**src/rtl/store_lane_packer_if.sv**
```systemverilog
// Store request / memory request bundle for store_lane_packer.
//   master : the MEM-stage and memory side (drives st_*, mem_addr_ok)
//   slave  : the packer (drives st_ready/st_err/st_badvaddr, mem_*, sb_*)
interface store_lane_packer_if #(
  parameter int unsigned DEPTH = 2
);
  localparam int unsigned CNT_W = $clog2(DEPTH) + 1;

  logic             st_valid;
  logic             st_ready;
  logic [31:0]      st_addr;
  logic [31:0]      st_data;
  logic [1:0]       st_size;
  logic             st_err;
  logic [31:0]      st_badvaddr;
  logic             mem_req;
  logic [31:0]      mem_addr;
  logic [31:0]      mem_wdata;
  logic [3:0]       mem_wstrb;
  logic             mem_addr_ok;
  logic             sb_empty;
  logic [CNT_W-1:0] sb_count;

  modport master (
    output st_valid, st_addr, st_data, st_size, mem_addr_ok,
    input  st_ready, st_err, st_badvaddr, mem_req, mem_addr, mem_wdata,
           mem_wstrb, sb_empty, sb_count
  );

  modport slave (
    input  st_valid, st_addr, st_data, st_size, mem_addr_ok,
    output st_ready, st_err, st_badvaddr, mem_req, mem_addr, mem_wdata,
           mem_wstrb, sb_empty, sb_count
  );
endinterface

```
**src/rtl/store_lane_packer.sv**
```systemverilog
// Store lane packer: narrows a register value to byte/half/word, replicates
// it across byte lanes with a write strobe, and drains it in order to the
// data-SRAM port from a small circular store buffer.
// Ports:
//   clk    : rising-edge clock
//   resetn : asynchronous active-low reset
//   bus    : store request in (st_*), memory request out (mem_*),
//            buffer status (sb_empty, sb_count)
module store_lane_packer #(
  parameter int unsigned DEPTH = 2
) (
  input  logic                 clk,
  input  logic                 resetn,
  store_lane_packer_if.slave   bus
);
  localparam int unsigned PTR_W = $clog2(DEPTH);
  localparam int unsigned CNT_W = PTR_W + 1;

  typedef struct packed {
    logic [29:0] waddr;
    logic [31:0] wdata;
    logic [3:0]  wstrb;
  } sb_entry_t;

  sb_entry_t              entries_q [DEPTH];
  sb_entry_t              entries_d [DEPTH];
  logic [PTR_W-1:0]       wr_ptr_q, wr_ptr_d;
  logic [PTR_W-1:0]       rd_ptr_q, rd_ptr_d;
  logic [CNT_W-1:0]       count_q, count_d;
  logic                   err_q, err_d;
  logic [31:0]            badvaddr_q, badvaddr_d;

  logic                   ready_c;
  logic                   req_c;
  logic                   take_c;
  logic                   fault_c;
  logic                   push_c;
  logic                   pop_c;
  sb_entry_t              new_c;
  sb_entry_t              head_c;

  // Buffer status decoded purely from the registered count.
  assign ready_c = (count_q != CNT_W'(DEPTH));
  assign req_c   = (count_q != '0);
  assign head_c  = entries_q[rd_ptr_q];

  // Alignment check, lane packing and pointer/count next state.
  always_comb begin
    fault_c    = 1'b0;
    new_c      = '0;
    entries_d  = entries_q;
    wr_ptr_d   = wr_ptr_q;
    rd_ptr_d   = rd_ptr_q;
    count_d    = count_q;
    err_d      = 1'b0;
    badvaddr_d = '0;

    take_c = bus.st_valid && ready_c;
    pop_c  = req_c && bus.mem_addr_ok;

    new_c.waddr = bus.st_addr[31:2];
    unique case (bus.st_size)
      2'b00: begin
        new_c.wdata = {4{bus.st_data[7:0]}};
        new_c.wstrb = 4'b0001 << bus.st_addr[1:0];
      end
      2'b01: begin
        fault_c     = bus.st_addr[0];
        new_c.wdata = {2{bus.st_data[15:0]}};
        new_c.wstrb = bus.st_addr[1] ? 4'b1100 : 4'b0011;
      end
      2'b10: begin
        fault_c     = (bus.st_addr[1:0] != 2'b00);
        new_c.wdata = bus.st_data;
        new_c.wstrb = 4'b1111;
      end
      default: begin
        fault_c = 1'b1;
      end
    endcase

    push_c = take_c && !fault_c;

    // Faulting store completes the handshake but only raises the error pulse.
    if (take_c && fault_c) begin
      err_d      = 1'b1;
      badvaddr_d = bus.st_addr;
    end

    if (push_c) begin
      entries_d[wr_ptr_q] = new_c;
      wr_ptr_d            = wr_ptr_q + PTR_W'(1);
    end
    if (pop_c) begin
      rd_ptr_d = rd_ptr_q + PTR_W'(1);
    end
    count_d = count_q + CNT_W'(push_c) - CNT_W'(pop_c);
  end

  // Control state.
  always_ff @(posedge clk or negedge resetn) begin
    if (!resetn) begin
      wr_ptr_q   <= '0;
      rd_ptr_q   <= '0;
      count_q    <= '0;
      err_q      <= 1'b0;
      badvaddr_q <= '0;
    end else begin
      wr_ptr_q   <= wr_ptr_d;
      rd_ptr_q   <= rd_ptr_d;
      count_q    <= count_d;
      err_q      <= err_d;
      badvaddr_q <= badvaddr_d;
    end
  end

  // Entry storage; contents are only visible while the entry is occupied.
  always_ff @(posedge clk) begin
    entries_q <= entries_d;
  end

  // Head outputs are forced to zero while the buffer is empty, so a reset
  // clears them along with the count.
  assign bus.st_ready    = ready_c;
  assign bus.st_err      = err_q;
  assign bus.st_badvaddr = badvaddr_q;
  assign bus.mem_req     = req_c;
  assign bus.mem_addr    = req_c ? {head_c.waddr, 2'b00} : '0;
  assign bus.mem_wdata   = req_c ? head_c.wdata : '0;
  assign bus.mem_wstrb   = req_c ? head_c.wstrb : '0;
  assign bus.sb_empty    = !req_c;
  assign bus.sb_count    = count_q;
endmodule

```
**src/flat_wrapper.sv**
```systemverilog
// flat-port wrapper written by rule: the top's interface ports become plain ports
module store_lane_packer_flat 
#(
  parameter int unsigned DEPTH = 2
)
  (clk, resetn, bus_st_valid, bus_st_addr, bus_st_data, bus_st_size, bus_mem_addr_ok, bus_st_ready, bus_st_err, bus_st_badvaddr, bus_mem_req, bus_mem_addr, bus_mem_wdata, bus_mem_wstrb, bus_sb_empty, bus_sb_count);
  store_lane_packer_if #(.DEPTH(DEPTH)) bus_i ();
  input  logic clk;
  input  logic resetn;
  input wire logic [$bits(bus_i.st_valid)-1:0] bus_st_valid;
  input wire logic [$bits(bus_i.st_addr)-1:0] bus_st_addr;
  input wire logic [$bits(bus_i.st_data)-1:0] bus_st_data;
  input wire logic [$bits(bus_i.st_size)-1:0] bus_st_size;
  input wire logic [$bits(bus_i.mem_addr_ok)-1:0] bus_mem_addr_ok;
  output wire logic [$bits(bus_i.st_ready)-1:0] bus_st_ready;
  output wire logic [$bits(bus_i.st_err)-1:0] bus_st_err;
  output wire logic [$bits(bus_i.st_badvaddr)-1:0] bus_st_badvaddr;
  output wire logic [$bits(bus_i.mem_req)-1:0] bus_mem_req;
  output wire logic [$bits(bus_i.mem_addr)-1:0] bus_mem_addr;
  output wire logic [$bits(bus_i.mem_wdata)-1:0] bus_mem_wdata;
  output wire logic [$bits(bus_i.mem_wstrb)-1:0] bus_mem_wstrb;
  output wire logic [$bits(bus_i.sb_empty)-1:0] bus_sb_empty;
  output wire logic [$bits(bus_i.sb_count)-1:0] bus_sb_count;
  assign bus_i.st_valid = bus_st_valid;
  assign bus_i.st_addr = bus_st_addr;
  assign bus_i.st_data = bus_st_data;
  assign bus_i.st_size = bus_st_size;
  assign bus_i.mem_addr_ok = bus_mem_addr_ok;
  assign bus_st_ready = bus_i.st_ready;
  assign bus_st_err = bus_i.st_err;
  assign bus_st_badvaddr = bus_i.st_badvaddr;
  assign bus_mem_req = bus_i.mem_req;
  assign bus_mem_addr = bus_i.mem_addr;
  assign bus_mem_wdata = bus_i.mem_wdata;
  assign bus_mem_wstrb = bus_i.mem_wstrb;
  assign bus_sb_empty = bus_i.sb_empty;
  assign bus_sb_count = bus_i.sb_count;
  store_lane_packer #(.DEPTH(DEPTH)) u_core (.clk(clk), .resetn(resetn), .bus(bus_i));
endmodule
```
**config.mk**
```make
export PLATFORM = sky130hd
export DESIGN_NAME = store_lane_packer_flat
export DESIGN_NICKNAME = d
export VERILOG_FILES = /design/src/rtl/store_lane_packer_if.sv /design/src/rtl/store_lane_packer.sv /design/src/flat_wrapper.sv
export SDC_FILE = /design/constraint.sdc
export NUM_CORES = 1
export LEC_CHECK = 0
export BUFFER_PORTS_ARGS = -buffer_cell sky130_fd_sc_hd__buf_2
export CAP_MARGIN = 10
export CORE_MARGIN = 2
export CORE_UTILIZATION = 35
export CTS_BUF_LIST = sky130_fd_sc_hd__clkbuf_16
export CTS_CLUSTER_SIZE = 16
export DETAILED_ROUTE_END_ITERATION = 16
export PLACE_DENSITY = 0.55
export SLEW_MARGIN = 40
export SYNTH_ARGS = -nofsm -noshare
export SYNTH_HDL_FRONTEND = slang
export SYNTH_SLANG_ARGS = --single-unit
```
**constraint.sdc**
```tcl
create_clock -name clk -period 5 [get_ports clk]
set_clock_uncertainty 0.15 [all_clocks]
set_input_delay 0.5 -clock clk [delete_from_list [all_inputs] [get_ports clk]]
set_output_delay 0.5 -clock clk [all_outputs]
set_load 0.02 [all_outputs]
```
==> results of run 1 <==
cell families after synthesis:
logic type	share of synthesized area [%]
AOI/OAI and AO/OA	4.12
DFF	72.5
other	0.0556
buffers and inverters	2.49
adders and majority gates	0.186
and+or+nand+nor	10.0
xor gates and xnor gates	0.650
muxes	9.95
critical path, cell delays in order, from the launching register on:
cell and delay, ps:
dfrtp_1 420, or2_2 330, inv_2 430, buf_4 510
nor2_1 120, buf_2 180
metrics by stage:
stage / setup WS (ps) / total power, mW / hold WS [ps]
global placement: 1990 / 3.48 / 389
finish: 1920 / 4.73 / 125
detailed placement: 1930 / 3.53 / 302
CTS: 1860 / 4.81 / 107
global route: 1750 / 4.99 / 101
floorplan: 373 / 2.93 / 54.4
cell usage after synthesis:
library cell,instances,area [sq um]
o211ai_1,1,7.51
xor2_1,2,17.5
a21o_1,8,60.1
nor4b_2,1,15.0
nand2_1,9,33.8
clkbuf_1,6,22.5
nor3_1,1,5.00
ha_1,1,12.5
edfxtp_1,132,3960
and2_2,14,105
and2b_1,1,7.51
conb_1,1,3.75
mux2i_1,67,671
o21ai_0,17,85.1
or2b_1,1,7.51
xnor2_1,3,26.3
or2_2,1,6.26
a21oi_2,1,8.76
a21oi_1,20,100
clkbuf_2,2,10.0
o21a_1,1,7.51
inv_1,6,22.5
buf_4,5,37.5
o2111ai_1,1,8.76
dfrtp_1,37,926
nor2_1,70,263
buf_2,15,75.1
and2_1,27,169
nand2b_1,1,6.26
nor2b_1,9,56.3
final timing paths:
path	from	cells after the start	slack [ps]	to
worst max register to register	u_core.bus.sb_count[0]$_DFF_PN0_	4	2670	u_core.entries_q[26]$_DFFE_PP_
max in group asynchronous	resetn	3	3860	u_core.bus.st_badvaddr[7]$_DFF_PN0_
worst min register to register	u_core.wr_ptr_q$_DFFE_PN0P_	1	400	u_core.wr_ptr_q$_DFFE_PN0P_
worst max-delay path	u_core.bus.sb_count[1]$_DFF_PN0_	5	1920	bus_mem_addr[29]
worst min-delay path	bus_st_addr[23]	1	130	u_core.entries_q[123]$_DFFE_PP_
min in group asynchronous	resetn	2	380	u_core.bus.st_badvaddr[22]$_DFF_PN0_
cell usage in the layout (no fill, tap or decap), types with 2 or more instances in the layout:
cell type	count
edfxtp_1	132
inv_8	2
and2_1	27
dfrtp_1	36
inv_6	5
clkinv_4	3
nor2_1	68
xor2_1	2
xnor2_1	3
buf_4	2
a21oi_1	20
mux2i_1	67
nand2_1	9
buf_2	173
conb_1	2
inv_1	5
clkbuf_16	17
nor2b_1	9
a21o_1	8
nor2_4	2
buf_12	4
and2_2	14
o21ai_0	17
per-layer routing:
metal | part of all wire [%] | routed length, microns
met5 | 0.079 | 12
met4 | 2.4 | 363
met3 | 5.3 | 802
met2 | 50 | 7620
met1 | 42 | 6310
flip-flops by register name (all words and copies together) (netlist names):
| signal | count |
|---|---|
| u_core.entries_q | 132 |
| u_core.bus.st_badvaddr | 32 |
| u_core.bus.sb_count | 2 |
| u_core.bus.st_err | 1 |
| u_core.rd_ptr_q | 1 |
| u_core.wr_ptr_q | 1 |
cell type report:
cell class / count / share of cell area [%]
clock buffer: 17 / 4.99
clock inverter: 15 / 1.85
inverter: 6 / 0.264
multi-input combinational: 259 / 20.0
sequential: 169 / 57.3
tap: 260 / 3.81
timing repair buffer: 181 / 11.7
power breakdown:
part / switching (mW) / total [mW] / internal, mW
Clock: 0.565 / 1.27 / 0.705
Sequential: 0.0805 / 1.80 / 1.72
Combinational: 1.09 / 1.67 / 0.575
==> flow_metrics.tcl, run 1 <==
set metrics [dict create \
    initialDrtViolationCount 191 \
    ys_ff_latch 169 \
    postLayoutCellArea_sq_um 8530 \
    postCtsHoldBufs 1 \
    dieArea_sq_um 20400 \
    netlist_instances 461 \
    clkSinkCount 169 \
    grt.met3_usage_pct 4.43 \
    cts_buffers 17 \
    row_count 50 \
    tns_ps 0 \
    crit_required_ps 4350 \
    grt_pass1_vias 4263 \
    multi_input_area_sq_um 1710 \
    cts_tree "yes" \
    clockBufferDepth 2 \
    drcViolationCount 0 \
    max_freq_mhz 325 \
    port_buffers 173 \
    core_area_sq_um 18800 \
    nNetsFinal 705 \
    initial_utilization_pct 35.8 \
    clock_latency_ps 430 \
    hold_class "in2reg" \
    maxCapViolCount 0 \
    area_growth_pct 26.6 \
    grt_pass1_wl_microns 23100 \
    drive_gt1_share_pct 36.0 \
    dp_cells 874 \
    antenna_left 0 \
    fin_crit_sh_pct 61.6 \
    grt_start_max_net_pins 51 \
    ioPinCount 176 \
    report.final.slew_viol_count 0 \
    die_w_microns 143 \
    status "finished clean" \
    critPathKind "reg2out" \
    p_per_area_nw_per_um2 555 \
    wl_per_cell_microns 16.7 \
    finalNonFillerCells 907 \
    drt-total-wl_microns 15100 \
    tightest_slew_ps 681 \
    crit_fanout 41 \
    place_area_sq_um 7940 \
    utilization_pct 45.3 \
    die_height_microns 143 \
    met2_usage_pct 25.4 \
    peakVddDrop_v 0.000386 \
    yosysWarnings 0 \
    vias 4117 \
    seq_area_frac_synth_pct 72.5 \
    cts_root_buf "clkbuf_16" \
    p_leak_nw 3.72 \
    clk_pin_slew_ps 70 \
    htree_levels 4 \
    rsz0062_at_grt "false" \
    crit_arrival_ps 2430 \
    setup_viol 0 \
    grt-busiest-layer "met2" \
    antenna_found_initial 1 \
    place_congestion 0.854 \
    overflow 0 \
    syn_area_sq_um 6740 \
    dp_hpwl_microns 10600 \
    firstDrtPassIters 4 \
    cp-start-kind "flop" \
    avgSynthCellArea_sq_um 14.6 \
    finalHoldViolCount 0 \
    avgViaCountPerCell 4.54 \
    regArea_sq_um 4890 \
    worst_setup_path_end_kind "output port" \
    fin_crit_ps 3080 \
    synth.distinct_cells 30 \
    fillers 1773 \
    postCtsSetupRepairBufs 0 \
    grtUsageMet1_pct 18.1 \
    slew_headroom_pct 54.4 \
    track_usage_pct 15.2 \
    antenna_cells 0 \
    post_cts_resized 0 \
]
Power figures use the tool's default switching activity.
==> run 2: changes to the inputs <==
clock period = 3.1 ns   (was 5 ns; I/O delays follow)
==> run 2 against run 1 <==
  * Worst setup slack worse by 1500 ps
  * Sequential share of layout area is 2.0 points lower
  * Non-clock buffer count increased by 32
  * Global-route usage grew 0.55 points
  * Largest cell class unchanged
==> flow_metrics.tcl, run 2 (synthesis gave the netlist of run 1 again) <==
set metrics [dict create \
    drcViolationCount 0 \
    antenna_found_initial 1 \
    grt-busiest-layer "met2" \
    regMostFlops "u_core.entries_q" \
    overflow 0 \
    setup_viol 0 \
    largest_reg_flops 132 \
    whs_path_depth 2 \
    rrSetupSlack_ps 930 \
    slowest_delay_ps 890 \
    clockBufferDepth 2 \
    wl_per_cell_microns 16.7 \
    grt.met3_usage_pct 4.12 \
    finalHoldViolCount 0 \
    crit_fanout 39 \
    status "finished clean" \
    postCtsSetupRepairBufs 0 \
    nNetsFinal 737 \
    clk_pin_slew_ps 60 \
    crit_required_ps 2640 \
    postCtsHoldBufs 31 \
    report.final.slew_viol_count 0 \
    track_usage_pct 15.7 \
    worstReg2RegStart "u_core.bus.sb_count[1]$_DFF_PN0_" \
    antenna_cells 0 \
    peakVddDrop_v 0.000430 \
    cts_buffers 17 \
    path_delay_family "flip-flops" \
    p_per_area_nw_per_um2 866 \
    grt_start_max_net_pins 45 \
    fillers 1690 \
    crit_buf_inv 2 \
    initialDrtViolationCount 224 \
    initial_utilization_pct 35.8 \
    dieArea_sq_um 20400 \
    reg2reg_to "u_core.entries_q[93]$_DFFE_PP_" \
    p_leak_nw 3.86 \
    tns_ps 0 \
    antenna_left 0 \
    layout_common_cells "buf_2, edfxtp_1, nor2_1, mux2i_1, dfrtp_1" \
    hold_class "in2reg" \
    clock_latency_ps 430 \
    utilization_pct 47.0 \
    clkSinkCount 169 \
    fin_crit_ps 2630 \
    min-delay-start "bus_st_data[17]" \
    cp-start-kind "flop" \
    cts_root_buf "clkbuf_16" \
    whs_endpoint "u_core.entries_q[87]$_DFFE_PP_" \
    cts_tree "yes" \
    firstDrtPassIters 4 \
    cp_slowest_cell "dfrtp_4" \
    avgViaCountPerCell 4.51 \
    drt-total-wl_microns 15700 \
    crit_arrival_ps 2170 \
    row_count 50 \
    ioPinCount 176 \
    tightest_slew_ps 714 \
    ff2ff_path_depth 4 \
    htree_levels 4 \
    post_cts_resized 0 \
    fin_crit_sh_pct 84.9 \
    place_congestion 0.792 \
    area_growth_pct 31.2 \
    grt_pass1_wl_microns 23600 \
    grt_pass1_vias 4308 \
    core_area_sq_um 18800 \
    met2_usage_pct 26.3 \
    vias 4232 \
    die_height_microns 143 \
    slew_headroom_pct 52.4 \
    port_buffers 173 \
    rsz0062_at_grt "false" \
    layout_commonest_cell "buf_2" \
    crit_chain "buf_12 > mux2i_1 > nor2_1 > buf_2" \
    die_w_microns 143 \
    max_freq_mhz 380 \
    grtUsageMet1_pct 19.5 \
    worst_setup_path_end_kind "output port" \
    maxCapViolCount 0 \
    dp_hpwl_microns 10800 \
    fin_hold_ws_ps 35.9 \
    critPathKind "reg2out" \
    drive_gt1_share_pct 34.2 \
]
[run 2: cell count changes in the layout (fill, tap and decap cells not counted), sizes merged]
cell and change:
clkbuf +1, dlygate4sd3 +30, buf +2, inv -1
[run 2: area by class of cell]
type                    count  area (sq um)  area share (%)
flip-flops and latches    169          4890            55.3
multi-input cells         259          1710            19.3
repair buffers            213          1320            14.9
clock buffers              18           450            5.09
well taps                 260           325            3.68
clock inverters            14           119            1.34
inverters                   6          22.5           0.255
[run 2: worst max-delay path by stage]
stage | from | endpoint | slack [ps] | cells past startpoint
after global routing | u_core.rd_ptr_q$_DFFE_PN0P_ | bus_mem_wstrb[0] | 350 | 4
after global placement | bus_st_size[0] | u_core.entries_q[55]$_DFFE_PP_ | 620 | 5
after CTS | u_core.rd_ptr_q$_DFFE_PN0P_ | bus_mem_wstrb[0] | 430 | 4
final | u_core.rd_ptr_q$_DFFE_PN0P_ | bus_mem_wstrb[0] | 470 | 4
after detailed placement | bus_st_size[0] | u_core.entries_q[48]$_DFFE_PP_ | 520 | 5
after floorplan | u_core.bus.sb_count[0]$_DFF_PN0_ | u_core.entries_q[100]$_DFFE_PP_ | -260 | 3
[run 2: per-layer routing]
| layer | part of all wire [%] | routed length [microns] |
|---|---|---|
| met5 | 0.083 | 13 |
| met4 | 2.3 | 355 |
| met3 | 4.6 | 723 |
| met2 | 50 | 7900 |
| met1 | 43 | 6730 |
[run 2: per-stage QoR]
| step | power (mW) | worst slack, ps | instances | area, sq um |
|---|---|---|---|---|
| floorplan | 4.71 | -257 | 462 | 6750 |
| global placement | 5.68 | 624 | 876 | 7960 |
| detailed placement | 5.72 | 524 | 876 | 7960 |
| CTS | 7.77 | 428 | 939 | 8840 |
| global route | 8.05 | 351 | 939 | 8840 |
| finish | 7.65 | 467 | 939 | 8840 |
[run 2: report_power, final]
group	total (mW)	internal, mW	leakage [nW]	switching (mW)
clock network	2.02	1.16	0.284	0.864
registers	2.97	2.77	1.70	0.207
logic	2.66	0.964	1.87	1.70
==> run 3: changes to the inputs <==
clock period = 2.55 ns   (was 3.1 ns; I/O delays follow)
==> run 3 against run 2 <==
  * Cell count rose by 0.64%
  * Critical endpoint is now bus_mem_wdata[5]
  * Highest routed layer is now met4
  * Hold slack got worse by 4.6 ps
  * Die area did not move
  * Final area rose by 1.1%
  * Sequential share of layout area fell by 0.61 points
  * Non-clock buffer count rose by 6
==> flow_metrics.tcl, run 3 (synthesis gave the netlist of run 1 again) <==
set metrics [dict create \
    status "finished clean" \
    antenna_cells 0 \
    dp_slack_ps 568 \
    clock_latency_ps 420 \
    clk_pin_slew_ps 60 \
    largest_reg_flops 132 \
    max_freq_mhz 429 \
    rrSetupSlack_ps 640 \
    p_int_mw 6.11 \
    firstDrtPassIters 5 \
    avgViaCountPerCell 4.48 \
    place_congestion 0.868 \
    initialDrtViolationCount 187 \
    finalNonFillerCells 945 \
    cp_slowest_cell "dfrtp_1" \
    hold_class "in2reg" \
    cts_tree "yes" \
    layout_commonest_cell "buf_2" \
    worstReg2RegStart "u_core.bus.sb_count[1]$_DFF_PN0_" \
    pwr-share-clk_pct 27.3 \
    antenna_found_initial 0 \
    slew_headroom_pct 57.8 \
    vias 4237 \
    rsz0062_at_grt "false" \
    fin_crit_ps 2330 \
    crit_arrival_ps 1920 \
    nNetsFinal 743 \
    min-delay-start "bus_st_data[3]" \
    peakVddDrop_v 0.000555 \
    ioPinCount 176 \
    tns_ps 0 \
    reg2reg_to "u_core.bus.sb_count[1]$_DFF_PN0_" \
    slowest_delay_ps 450 \
    clkSinkCount 169 \
    die_height_microns 143 \
    core_area_sq_um 18800 \
    port_buffers 173 \
    whs_endpoint "u_core.entries_q[7]$_DFFE_PP_" \
    postLayoutCellArea_sq_um 8940 \
    p_per_area_nw_per_um2 1060 \
    row_count 50 \
    grt_start_max_net_pins 68 \
    tightest_slew_ps 632 \
    dp_hpwl_microns 10200 \
    finalPower_mw 9.45 \
    crit_required_ps 2140 \
    fin_crit_sh_pct 91.3 \
    setup_viol 0 \
    wl_per_cell_microns 16.3 \
    report.final.slew_viol_count 0 \
    whs_path_depth 2 \
    overflow 0 \
    finalWorstSetupSlack_ps 221 \
    track_usage_pct 15.3 \
    clockBufferDepth 2 \
    power_frac_seq_pct 37.6 \
    netSwitchingFraction_pct 35.4 \
    crit_fanout 67 \
    cts_buffers 17 \
    dp_cells 876 \
    regMostFlops "u_core.entries_q" \
    combPwrFrac_pct 35.1 \
    worst_setup_path_end_kind "output port" \
    initial_utilization_pct 35.8 \
    cp-start-kind "flop" \
    layout_common_cells "buf_2, edfxtp_1, nor2_1, mux2i_1, dlygate4sd3_1" \
    drt-total-wl_microns 15400 \
    dieArea_sq_um 20400 \
    maxCapViolCount 0 \
    htree_levels 4 \
    drive_gt1_share_pct 34.5 \
    ff2ff_path_depth 6 \
    place_area_sq_um 7970 \
    grt_pass1_wl_microns 23400 \
    finalHoldViolCount 0 \
    grt_pass1_vias 4472 \
    crit_buf_inv 3 \
    switchingPower_mw 3.34 \
    area_growth_pct 32.7 \
    critPathKind "reg2out" \
    antenna_left 0 \
    p_leak_nw 3.90 \
    crit_chain "or2_2 > inv_2 > buf_12 > nor2_1 > buf_2" \
    die_w_microns 143 \
    path_delay_family "buffers and inverters" \
    cts_root_buf "clkbuf_16" \
    drcViolationCount 0 \
]
[run 3: cell count changes in the layout (fill, tap and decap cells not counted), moves of 2 or more]
cell           delta
bufinv_16         +2
clkinv_4          +2
dlygate4sd3_1     +6
inv_4             -2
[run 3: worst max-delay path by stage]
stage	startpoint	end	cells after the start
6_report	u_core.bus.sb_count[1]$_DFF_PN0_	bus_mem_wdata[5]	5
5_1_grt	u_core.bus.sb_count[1]$_DFF_PN0_	bus_mem_wdata[5]	5
4_1_cts	u_core.bus.sb_count[1]$_DFF_PN0_	bus_mem_wdata[5]	5
3_5_place_dp	bus_st_addr[0]	u_core.entries_q[117]$_DFFE_PP_	6
3_3_place_gp	bus_st_size[1]	u_core.entries_q[102]$_DFFE_PP_	6
2_1_floorplan	u_core.bus.sb_count[1]$_DFF_PN0_	u_core.entries_q[100]$_DFFE_PP_	3
[run 3: repair_timing]
| item | CTS | global route |
|---|---|---|
| gates resized for setup | 0 | 0 |
| hold buffers | 37 | 0 |
| setup buffers | 0 | 0 |
| hold endpoints to repair | 138 | 0 |
[run 3: layout make-up]
type / instances / area [sq um]
Sequential cell: 169 / 4890
Timing Repair Buffer: 219 / 1370
Multi-Input combinational cell: 259 / 1730
Clock inverter: 15 / 175
Fill cell: 1737 / 9890
Tap cell: 260 / 325
Inverter: 6 / 22.5
Clock buffer: 17 / 425
[run 3: per-layer routing]
layer | routed length [microns] | global-route usage [%]
met1 | 6640 | 19.1
met2 | 7790 | 25.7
met3 | 592 | 3.59
met4 | 350 | 6.72
met5 | 0 | 0
[run 3: power by group through the flow]
stage | registers [mW] | logic [mW] | clock network, mW
final | 3.55 | 3.32 | 2.58
after global routing | 3.59 | 3.59 | 2.76
after CTS | 3.56 | 3.39 | 2.64
after detailed placement | 3.62 | 3.34 | 0
after global placement | 3.60 | 3.33 | 0
after floorplan | 3.60 | 2.15 | 0
[run 3: metrics by stage]
stage,hold WS (ps),utilization (%)
6_report,31.3,47.5
5_1_grt,22.9,47.5
4_1_cts,18.5,47.5
3_5_place_dp,270,42.3
3_3_place_gp,247,42.3
2_1_floorplan,-191,-
